[src/rtl/seg_display_ctrl.sv]
`default_nettype none
// ============================================================================
// Module   : seg_display_ctrl
// Purpose  : Multiplexed N-digit 7-segment display controller. Bytes arrive
//            as a strobe plus data and are shown either as two hex digits
//            shifted into the digit buffer, or as an unsigned decimal value
//            produced by a sequential double-dabble converter. Digits are
//            scanned one at a time onto a shared segment bus.
// Options  : define SEG_LZB_EN to blank leading zeros on every buffer update.
// Revision : 1.0 - initial release
// ============================================================================
module seg_display_ctrl #(
  parameter int NUM_DIGITS = 4,
  parameter int SCAN_DIV   = 25000,
  parameter bit ACTIVE_LOW = 1'b1
) (
  input  logic                  i_clk,
  input  logic                  i_reset,
  input  logic                  i_byte_dv,
  input  logic [7:0]            i_byte,
  input  logic                  i_mode,
  output logic [6:0]            o_seg,
  output logic [NUM_DIGITS-1:0] o_dig_en,
  output logic                  o_busy,
  output logic                  o_overrun
);

  // Parameter legality is enforced at elaboration time.
  if ((NUM_DIGITS < 4) || (NUM_DIGITS > 8) || ((NUM_DIGITS % 2) != 0)) begin : g_bad_digits
    $error("seg_display_ctrl: NUM_DIGITS must be an even value in 4..8");
  end
  if (SCAN_DIV < 2) begin : g_bad_scan_div
    $error("seg_display_ctrl: SCAN_DIV must be >= 2");
  end

  localparam int c_CNT_W = (SCAN_DIV > 1) ? $clog2(SCAN_DIV) : 1;
  localparam int c_IDX_W = $clog2(NUM_DIGITS);
  localparam logic [c_CNT_W-1:0]    c_CNT_MAX = c_CNT_W'(SCAN_DIV - 1);
  localparam logic [c_IDX_W-1:0]    c_IDX_MAX = c_IDX_W'(NUM_DIGITS - 1);
  localparam logic [NUM_DIGITS-1:0] c_DIG_ONE = NUM_DIGITS'(1);
  localparam logic [6:0]            c_SEG_POL = {7{ACTIVE_LOW}};
  localparam logic [NUM_DIGITS-1:0] c_DIG_POL = {NUM_DIGITS{ACTIVE_LOW}};

  typedef enum logic [1:0] {
    S_IDLE   = 2'd0,
    S_CONV   = 2'd1,
    S_COMMIT = 2'd2
  } state_t;

  // Active-high segment pattern (abcdefg) for one buffer entry.
  function automatic logic [6:0] f_seg(input logic [3:0] v, input logic blank);
    logic [6:0] s;
    case (v)
      4'h0: s = 7'b1111110;
      4'h1: s = 7'b0110000;
      4'h2: s = 7'b1101101;
      4'h3: s = 7'b1111001;
      4'h4: s = 7'b0110011;
      4'h5: s = 7'b1011011;
      4'h6: s = 7'b1011111;
      4'h7: s = 7'b1110000;
      4'h8: s = 7'b1111111;
      4'h9: s = 7'b1111011;
      4'hA: s = 7'b1110111;
      4'hB: s = 7'b0011111;
      4'hC: s = 7'b1001110;
      4'hD: s = 7'b0111101;
      4'hE: s = 7'b1001111;
      default: s = 7'b1000111;
    endcase
    return blank ? 7'b0000000 : s;
  endfunction

  state_t                  r_state;
  state_t                  w_state_nxt;
  logic                    w_accept_hex;
  logic                    w_accept_dec;
  logic                    w_commit;
  logic                    w_drop;

  // Double-dabble shift register: [19:8] BCD (hundreds/tens/units), [7:0] binary.
  logic [19:0]             r_sh;
  logic [19:0]             w_sh_adj;
  logic [2:0]              r_bit_cnt;

  logic [3:0]              r_val [NUM_DIGITS];
  logic [NUM_DIGITS-1:0]   r_blank;
  logic [3:0]              w_val_nxt [NUM_DIGITS];
  logic [NUM_DIGITS-1:0]   w_blank_nxt;
  logic                    w_buf_we;

  logic [c_CNT_W-1:0]      r_scan_cnt;
  logic [c_IDX_W-1:0]      r_scan_idx;
  logic [6:0]              r_seg;
  logic [NUM_DIGITS-1:0]   r_dig_en;
  logic                    r_overrun;

  // FSM state register.
  always_ff @(posedge i_clk) begin
    if (i_reset) r_state <= S_IDLE;
    else         r_state <= w_state_nxt;
  end

  // FSM next state and per-cycle control strobes.
  always_comb begin
    w_state_nxt  = r_state;
    w_accept_hex = 1'b0;
    w_accept_dec = 1'b0;
    w_commit     = 1'b0;
    case (r_state)
      S_IDLE: begin
        if (i_byte_dv) begin
          if (i_mode) begin
            w_accept_dec = 1'b1;
            w_state_nxt  = S_CONV;
          end else begin
            w_accept_hex = 1'b1;
          end
        end
      end
      S_CONV: begin
        if (r_bit_cnt == 3'd7) w_state_nxt = S_COMMIT;
      end
      S_COMMIT: begin
        w_commit    = 1'b1;
        w_state_nxt = S_IDLE;
      end
      default: w_state_nxt = S_IDLE;
    endcase
  end

  assign o_busy = (r_state != S_IDLE);
  assign w_drop = i_byte_dv && o_busy;

  // Add-3 correction on every BCD nibble that is 5 or more, ahead of the shift.
  always_comb begin
    w_sh_adj = r_sh;
    for (int n = 0; n < 3; n++) begin
      if (r_sh[8+4*n +: 4] >= 4'd5) w_sh_adj[8+4*n +: 4] = r_sh[8+4*n +: 4] + 4'd3;
    end
  end

  // Converter datapath: load on accept, shift one bit per CONV cycle.
  always_ff @(posedge i_clk) begin
    if (i_reset) begin
      r_sh      <= '0;
      r_bit_cnt <= '0;
    end else if (w_accept_dec) begin
      r_sh      <= {12'd0, i_byte};
      r_bit_cnt <= '0;
    end else if (r_state == S_CONV) begin
      r_sh      <= w_sh_adj << 1;
      r_bit_cnt <= r_bit_cnt + 3'd1;
    end
  end

  // Next digit-buffer contents for a hex shift or a decimal commit.
  always_comb begin
    w_buf_we = w_accept_hex || w_commit;
    for (int i = 0; i < NUM_DIGITS; i++) w_val_nxt[i] = r_val[i];
    if (w_accept_hex) begin
      for (int i = 2; i < NUM_DIGITS; i++) w_val_nxt[i] = r_val[i-2];
      w_val_nxt[1] = i_byte[7:4];
      w_val_nxt[0] = i_byte[3:0];
    end else if (w_commit) begin
      for (int i = 3; i < NUM_DIGITS; i++) w_val_nxt[i] = 4'd0;
      w_val_nxt[2] = r_sh[19:16];
      w_val_nxt[1] = r_sh[15:12];
      w_val_nxt[0] = r_sh[11:8];
    end
  end

`ifdef SEG_LZB_EN
  // Blank every digit above the most significant nonzero one; digit0 always shows.
  always_comb begin
    logic w_seen;
    w_seen      = 1'b0;
    w_blank_nxt = '0;
    for (int i = NUM_DIGITS - 1; i >= 1; i--) begin
      w_seen         = w_seen | (w_val_nxt[i] != 4'd0);
      w_blank_nxt[i] = ~w_seen;
    end
  end
`else
  assign w_blank_nxt = '0;
`endif

  // Digit buffer: cleared on reset, written on hex accept or decimal commit.
  always_ff @(posedge i_clk) begin
    if (i_reset) begin
      for (int i = 0; i < NUM_DIGITS; i++) r_val[i] <= 4'd0;
      r_blank <= '0;
    end else if (w_buf_we) begin
      for (int i = 0; i < NUM_DIGITS; i++) r_val[i] <= w_val_nxt[i];
      r_blank <= w_blank_nxt;
    end
  end

  // Scan timing: each digit holds for SCAN_DIV cycles, index wraps at the last digit.
  always_ff @(posedge i_clk) begin
    if (i_reset) begin
      r_scan_cnt <= '0;
      r_scan_idx <= '0;
    end else if (r_scan_cnt == c_CNT_MAX) begin
      r_scan_cnt <= '0;
      r_scan_idx <= (r_scan_idx == c_IDX_MAX) ? '0 : r_scan_idx + 1'b1;
    end else begin
      r_scan_cnt <= r_scan_cnt + 1'b1;
    end
  end

  // Registered pin drivers; reset preloads digit 0 so the bus is never all-off afterwards.
  always_ff @(posedge i_clk) begin
    if (i_reset) begin
      r_seg    <= f_seg(4'd0, 1'b0) ^ c_SEG_POL;
      r_dig_en <= c_DIG_ONE ^ c_DIG_POL;
    end else begin
      r_seg    <= f_seg(r_val[r_scan_idx], r_blank[r_scan_idx]) ^ c_SEG_POL;
      r_dig_en <= (c_DIG_ONE << r_scan_idx) ^ c_DIG_POL;
    end
  end

  // Overrun flag: one-cycle pulse after a strobe arrives while busy.
  always_ff @(posedge i_clk) begin
    if (i_reset) r_overrun <= 1'b0;
    else         r_overrun <= w_drop;
  end

  // The display is dark for as long as reset is held.
  assign o_seg     = i_reset ? c_SEG_POL : r_seg;
  assign o_dig_en  = i_reset ? c_DIG_POL : r_dig_en;
  assign o_overrun = r_overrun;

endmodule
`default_nettype wire

[config.mk]
export PLATFORM = sky130hd
export DESIGN_NAME = seg_display_ctrl
export DESIGN_NICKNAME = d
export VERILOG_FILES = /design/src/rtl/seg_display_ctrl.sv
export SDC_FILE = /design/constraint.sdc
export NUM_CORES = 1
export LEC_CHECK = 0
export ABC_AREA = 1
export BUFFER_PORTS_ARGS = -buffer_cell sky130_fd_sc_hd__buf_4
export CORE_MARGIN = 3
export CORE_UTILIZATION = 57
export DETAILED_ROUTE_END_ITERATION = 12
export PLACE_DENSITY_LB_ADDON = 0.25
export SLEW_MARGIN = 0
export SYNTH_ARGS = -nofsm -noshare
export SYNTH_HDL_FRONTEND = slang
export SYNTH_SLANG_ARGS = --single-unit
[constraint.sdc]
create_clock -name i_clk -period 1.99 [get_ports i_clk]
set_clock_uncertainty 0.1 [all_clocks]
set_input_delay 0.4975 -clock i_clk [delete_from_list [all_inputs] [get_ports i_clk]]
set_output_delay 0.4975 -clock i_clk [all_outputs]
set_load 0.1 [all_outputs]
Yosys cells after proc, flatten, opt, wreduce, memory -nomap -nowiden. Memory sizes are Yosys's and may differ from the RTL's. A register that Yosys moved wholly into a read port is not among the register bits. Cells that the tools add are included.

Add/subtract/negate cells: 6. Order comparisons: 4. Equality and inequality tests: 9. Shift-type cells: 1. Multiplexer cells: 36. Bitwise gates (word level): 6. Reductions and logical operators: 9.

Operators with widths (count): 16-bit two-way mux (2); 4-bit two-way mux (7); 7-bit two-way mux (3); 8-bit two-way mux (2); 15-bit by 1-bit adder with 15-bit output (second input constant) (1); 15-bit == test (second input constant) (1); 1-bit two-way mux (13); 4-bit by 3-bit greater-or-equal comparator with 1-bit output (second input constant) (3); 2-bit two-way mux (6); 4-bit by 2-bit adder with 4-bit output (second input constant) (2); 2-bit inequality test (second input constant) (4); 7-bit NOT (1); 2-bit == test (second input constant) (2); 4-bit NOT (1); 1-bit bitwise OR (4); 2-bit case mux with 2 select lines (1); 2-bit nonzero test (2); 2-bit OR reduction (2); 1-bit by 2-bit << shifter with 4-bit output (first input constant) (1); 3-bit by 1-bit adder with 3-bit output (second input constant) (1); 3-bit by 2-bit adder with 3-bit output (second input constant) (1); 3-bit == test (second input constant) (1); 2-bit by 3-bit less-than comparator with 1-bit output (second input constant) (1); 3-bit two-way mux (1); 8 further kinds (8).

Bits in registers: 54. Bits in writable memories: 16. Memory bits (read-only): 112. Input bits: 12. Output and inout bits: 13. Logic and storage cells: 82. Memories kept: 2.

Memory list: (no name shown) (depth 16, bits a word 7, read ports 1, clocked after memory_dff 0, write ports 0, RTL line 53) `case (v)`; r_val (depth 4, bits a word 4, read ports 3, clocked after memory_dff 1, write ports 4, RTL line 86) `logic [3:0] r_val [NUM_DIGITS];`.

Longest topological paths before layout.
Depth after elaboration: 9. Depth in mapped cells: 11. Mapped depth without buffers: 11.

Least setup slack after synthesis. Ideal clock, no wire load.

Path type: input to output. From: input port i_reset. To: output port o_dig_en[0]. Data arrival time: 1408 ps. Required time: 1392 ps. Setup slack: -16 ps. Cell stages on the path: 3. Buffers on the path: 2. Cells stage by stage: clkbuf_1 > clkbuf_1 > or2_2.

Longest elaborated chain between the ends: 1.

RTL lines: start, declared (RTL line 18) `input logic i_reset,`; 4-bit two-way mux (RTL line 231) `assign o_dig_en = i_reset ? c_DIG_POL : r_dig_en;`; end, declared (RTL line 23) `output logic [NUM_DIGITS-1:0] o_dig_en,`.

Every way passes these cells.

Final worst setup path.
From: input port i_reset. To: output port o_seg[1].

Longest elaborated chain between the ends: 1.

RTL lines: 7-bit two-way mux (RTL line 230) `assign o_seg = i_reset ? c_SEG_POL : r_seg;`; end, declared (RTL line 22) `output logic [6:0] o_seg,`.

Every way passes these cells.

==> flow_summary.json <==
{
  "globalplace.congestion": 0.8452,
  "drt-initial-drc-count": 261,
  "post-route-worst-setup-slack_ns": 0.1554,
  "multi_input_area_um2": 1792,
  "wl_per_cell_um": 12.47,
  "wirelength_um": 7371,
  "grt_pass1_vias": 2897,
  "fin_crit_sh_pct": 92.19,
  "async_flop_share_pct": 0,
  "dieArea_um2": 7555,
  "postCtsHoldBufs": 0,
  "drc_errors": 0,
  "grt_use_met1_pct": 26.44,
  "area_growth_pct": 10.49,
  "seqCellArea_um2": 1602,
  "use_met3_pct": 3.217,
  "yosysWarnings": 0,
  "drtAntennaViolNets": 0,
  "tightestPinTransition_ns": 0.4178,
  "dpl-instance-area_um2": 3939,
  "cp.required_ns": 1.39,
  "arrival_ns": 1.24,
  "rsz0062_at_grt": "no",
  "yosys.area.top_type_share_pct": 30.04,
  "worstSetupStartpointType": "input port",
  "antenna_found_initial": 0,
  "final-hold-violation-count": 0,
  "cts_buffers": 9,
  "core_um2": 6131,
  "place.port_buffers": 24,
  "path_clk_slew_ns": 0.08,
  "path_cells": "buf_4, or2_2, buf_4",
  "synth.most_common_cell": "nand2_1",
  "use_met2_pct": 35.33,
  "synth_nets": 516,
  "fin_cells": 591,
  "num-fill-cells": 521,
  "drive_gt1_share_pct": 16.09,
  "start_util_pct": 60.88,
  "fp.dieW_um": 86.92,
  "htreeDepth": 3,
  "syn_avg_cell_area_um2": 7.696,
  "status": "completed",
  "yosys-top-cells-area": "dfxtp_1 30%, nand2_1 13%, edfxtp_1 13%",
  "track_usage_pct": 20.99,
  "rows": 28,
  "synth_edf_count": 16,
  "cts-root-buf": "clkbuf_8",
  "netlist_top_cells_count": "132 x nand2_1, 56 x dfxtp_1, 54 x inv_1",
  "cts_tree": "done",
  "post_cts_buffers": 0,
  "end_kind": "primary output",
  "yosys_register_bits": 72,
  "yosys.area.top_type": "dfxtp_1",
  "placedCellCount": 575,
  "top_usage_layer": "met2",
  "insertion_delay_ns": 0.34,
  "ys_seq_area_share_pct": 42.91,
  "cts_resized": 0,
  "hold_path_class": "input port to flop",
  "path_class": "input port to primary output",
  "cp_max_fo": 27,
  "finalInstanceArea_um2": 4124,
  "grt_max_degree": 28,
  "slew_headroom_pct": 71.93,
  "clkSinkCount": 72,
  "peakVddDrop_mv": 0.4831,
  "vias": 3076,
  "crit_slowest_cell": "or2_2",
  "cap_violations": 0,
  "finalMaxSlewViolations": 0,
  "ioPinCount": 25,
  "syn-instance-count": 485,
  "cts_buffer_depth": 2,
  "nets": 542,
  "setup_viol": 0,
  "pre_cts_slack_ns": 0.1426,
  "synth.cell_area_um2": 3732,
  "synth_flop_cell": "dfxtp_1",
  "antenna_cells": 0,
  "fmax_mhz": 545.1,
  "ys_types": 33,
  "crit_top_cell": "buf_4",
  "p_leak_nw": 1.675,
  "slowest_delay_ns": 0.31,
  "dpl.hpwl_um": 5300,
  "grt_first_pass_wirelength_um": 12540,
  "via_per_inst": 5.205,
  "powerDensity_nw_per_um2": 753.2,
  "gr-total-overflow": 0,
  "die_h_um": 86.92,
  "first_pass_iters": 6,
  "fin_crit_ns": 1.835
}
critical path: cells and delay by family:
| family | cells | cell delay (ns) |
|---|---|---|
| simple gates | 1 | 0.31 |
| buf+inv | 2 | 0.42 |
power by group:
part / total, W / internal [W] / switching, W / leakage (nW)
clock: 0.00112 / 0.000594 / 0.000531 / 0.0910
combinational: 0.000404 / 0.000116 / 0.000287 / 0.959
sequential: 0.00158 / 0.00155 / 0.0000303 / 0.625
kinds of logic after synthesis:
family | synth area share, %
flops | 42.91
simple gates | 28.96
fa+ha+maj | 6.369
compound gates | 10.09
buf+inv | 9.084
xor+xnor | 2.581
worst paths after layout:
path / startpoint / to / slack, ns / depth (start not counted)
worst max register to register: flop / r_seg[3] / 0.29 / 8
worst max-delay path: i_reset / o_seg[1] / 0.16 / 3
worst min-delay path: i_byte_dv / o_overrun / 0.31 / 3
worst min register to register: r_scan_cnt[0] / r_scan_cnt[0] / 0.36 / 1
cell type report:
type                       count  area share [%]
clock buffer                  13           3.459
clock inverter                 3           1.032
inverter                      59           5.491
timing repair buffer          30           5.461
sequential                    72           38.84
tap                           75           2.275
multi-input combinational    339           43.45
flip-flops by register name, indices dropped and copies added (netlist names), named ones only:
signal and flops:
r_sh 20, o_overrun 1, r_bit_cnt 3, r_seg 7
r_state 2, r_scan_idx 2, r_dig_en 4, r_val 16
r_scan_cnt 15
metal layers:
| metal | vias to the layer above | part of all wire [%] |
|---|---|---|
| li1 | 1601 | - |
| met1 | 1379 | 46 |
| met2 | 78 | 48 |
| met3 | 18 | 3.9 |
| met4 | 0 | 2.2 |
| met5 | - | 0 |
per-stage QoR:
step           TNS [ns]  util [%]  hold slack [ns]  power (W)
2_1_floorplan  -0.09354         -           0.3175   0.001926
5_1_grt               0     67.27           0.3034   0.003234
6_report              0     67.27           0.3054   0.003106
3_5_place_dp          0     64.24           0.3549   0.002012
3_3_place_gp          0     64.24           0.3340   0.002002
4_1_cts               0     67.27           0.3008   0.003115
cell usage in the layout (no fill, tap or decap), types with 12 or more instances in the layout:
cell / n
a21oi_1: 32
buf_4: 30
dfxtp_1: 56
edfxtp_1: 16
ha_1: 19
inv_1: 54
nand2_1: 132
nand3_1: 36
nor2_1: 36
or2_2: 12
Note: power is estimated with default switching activity, not from simulation.
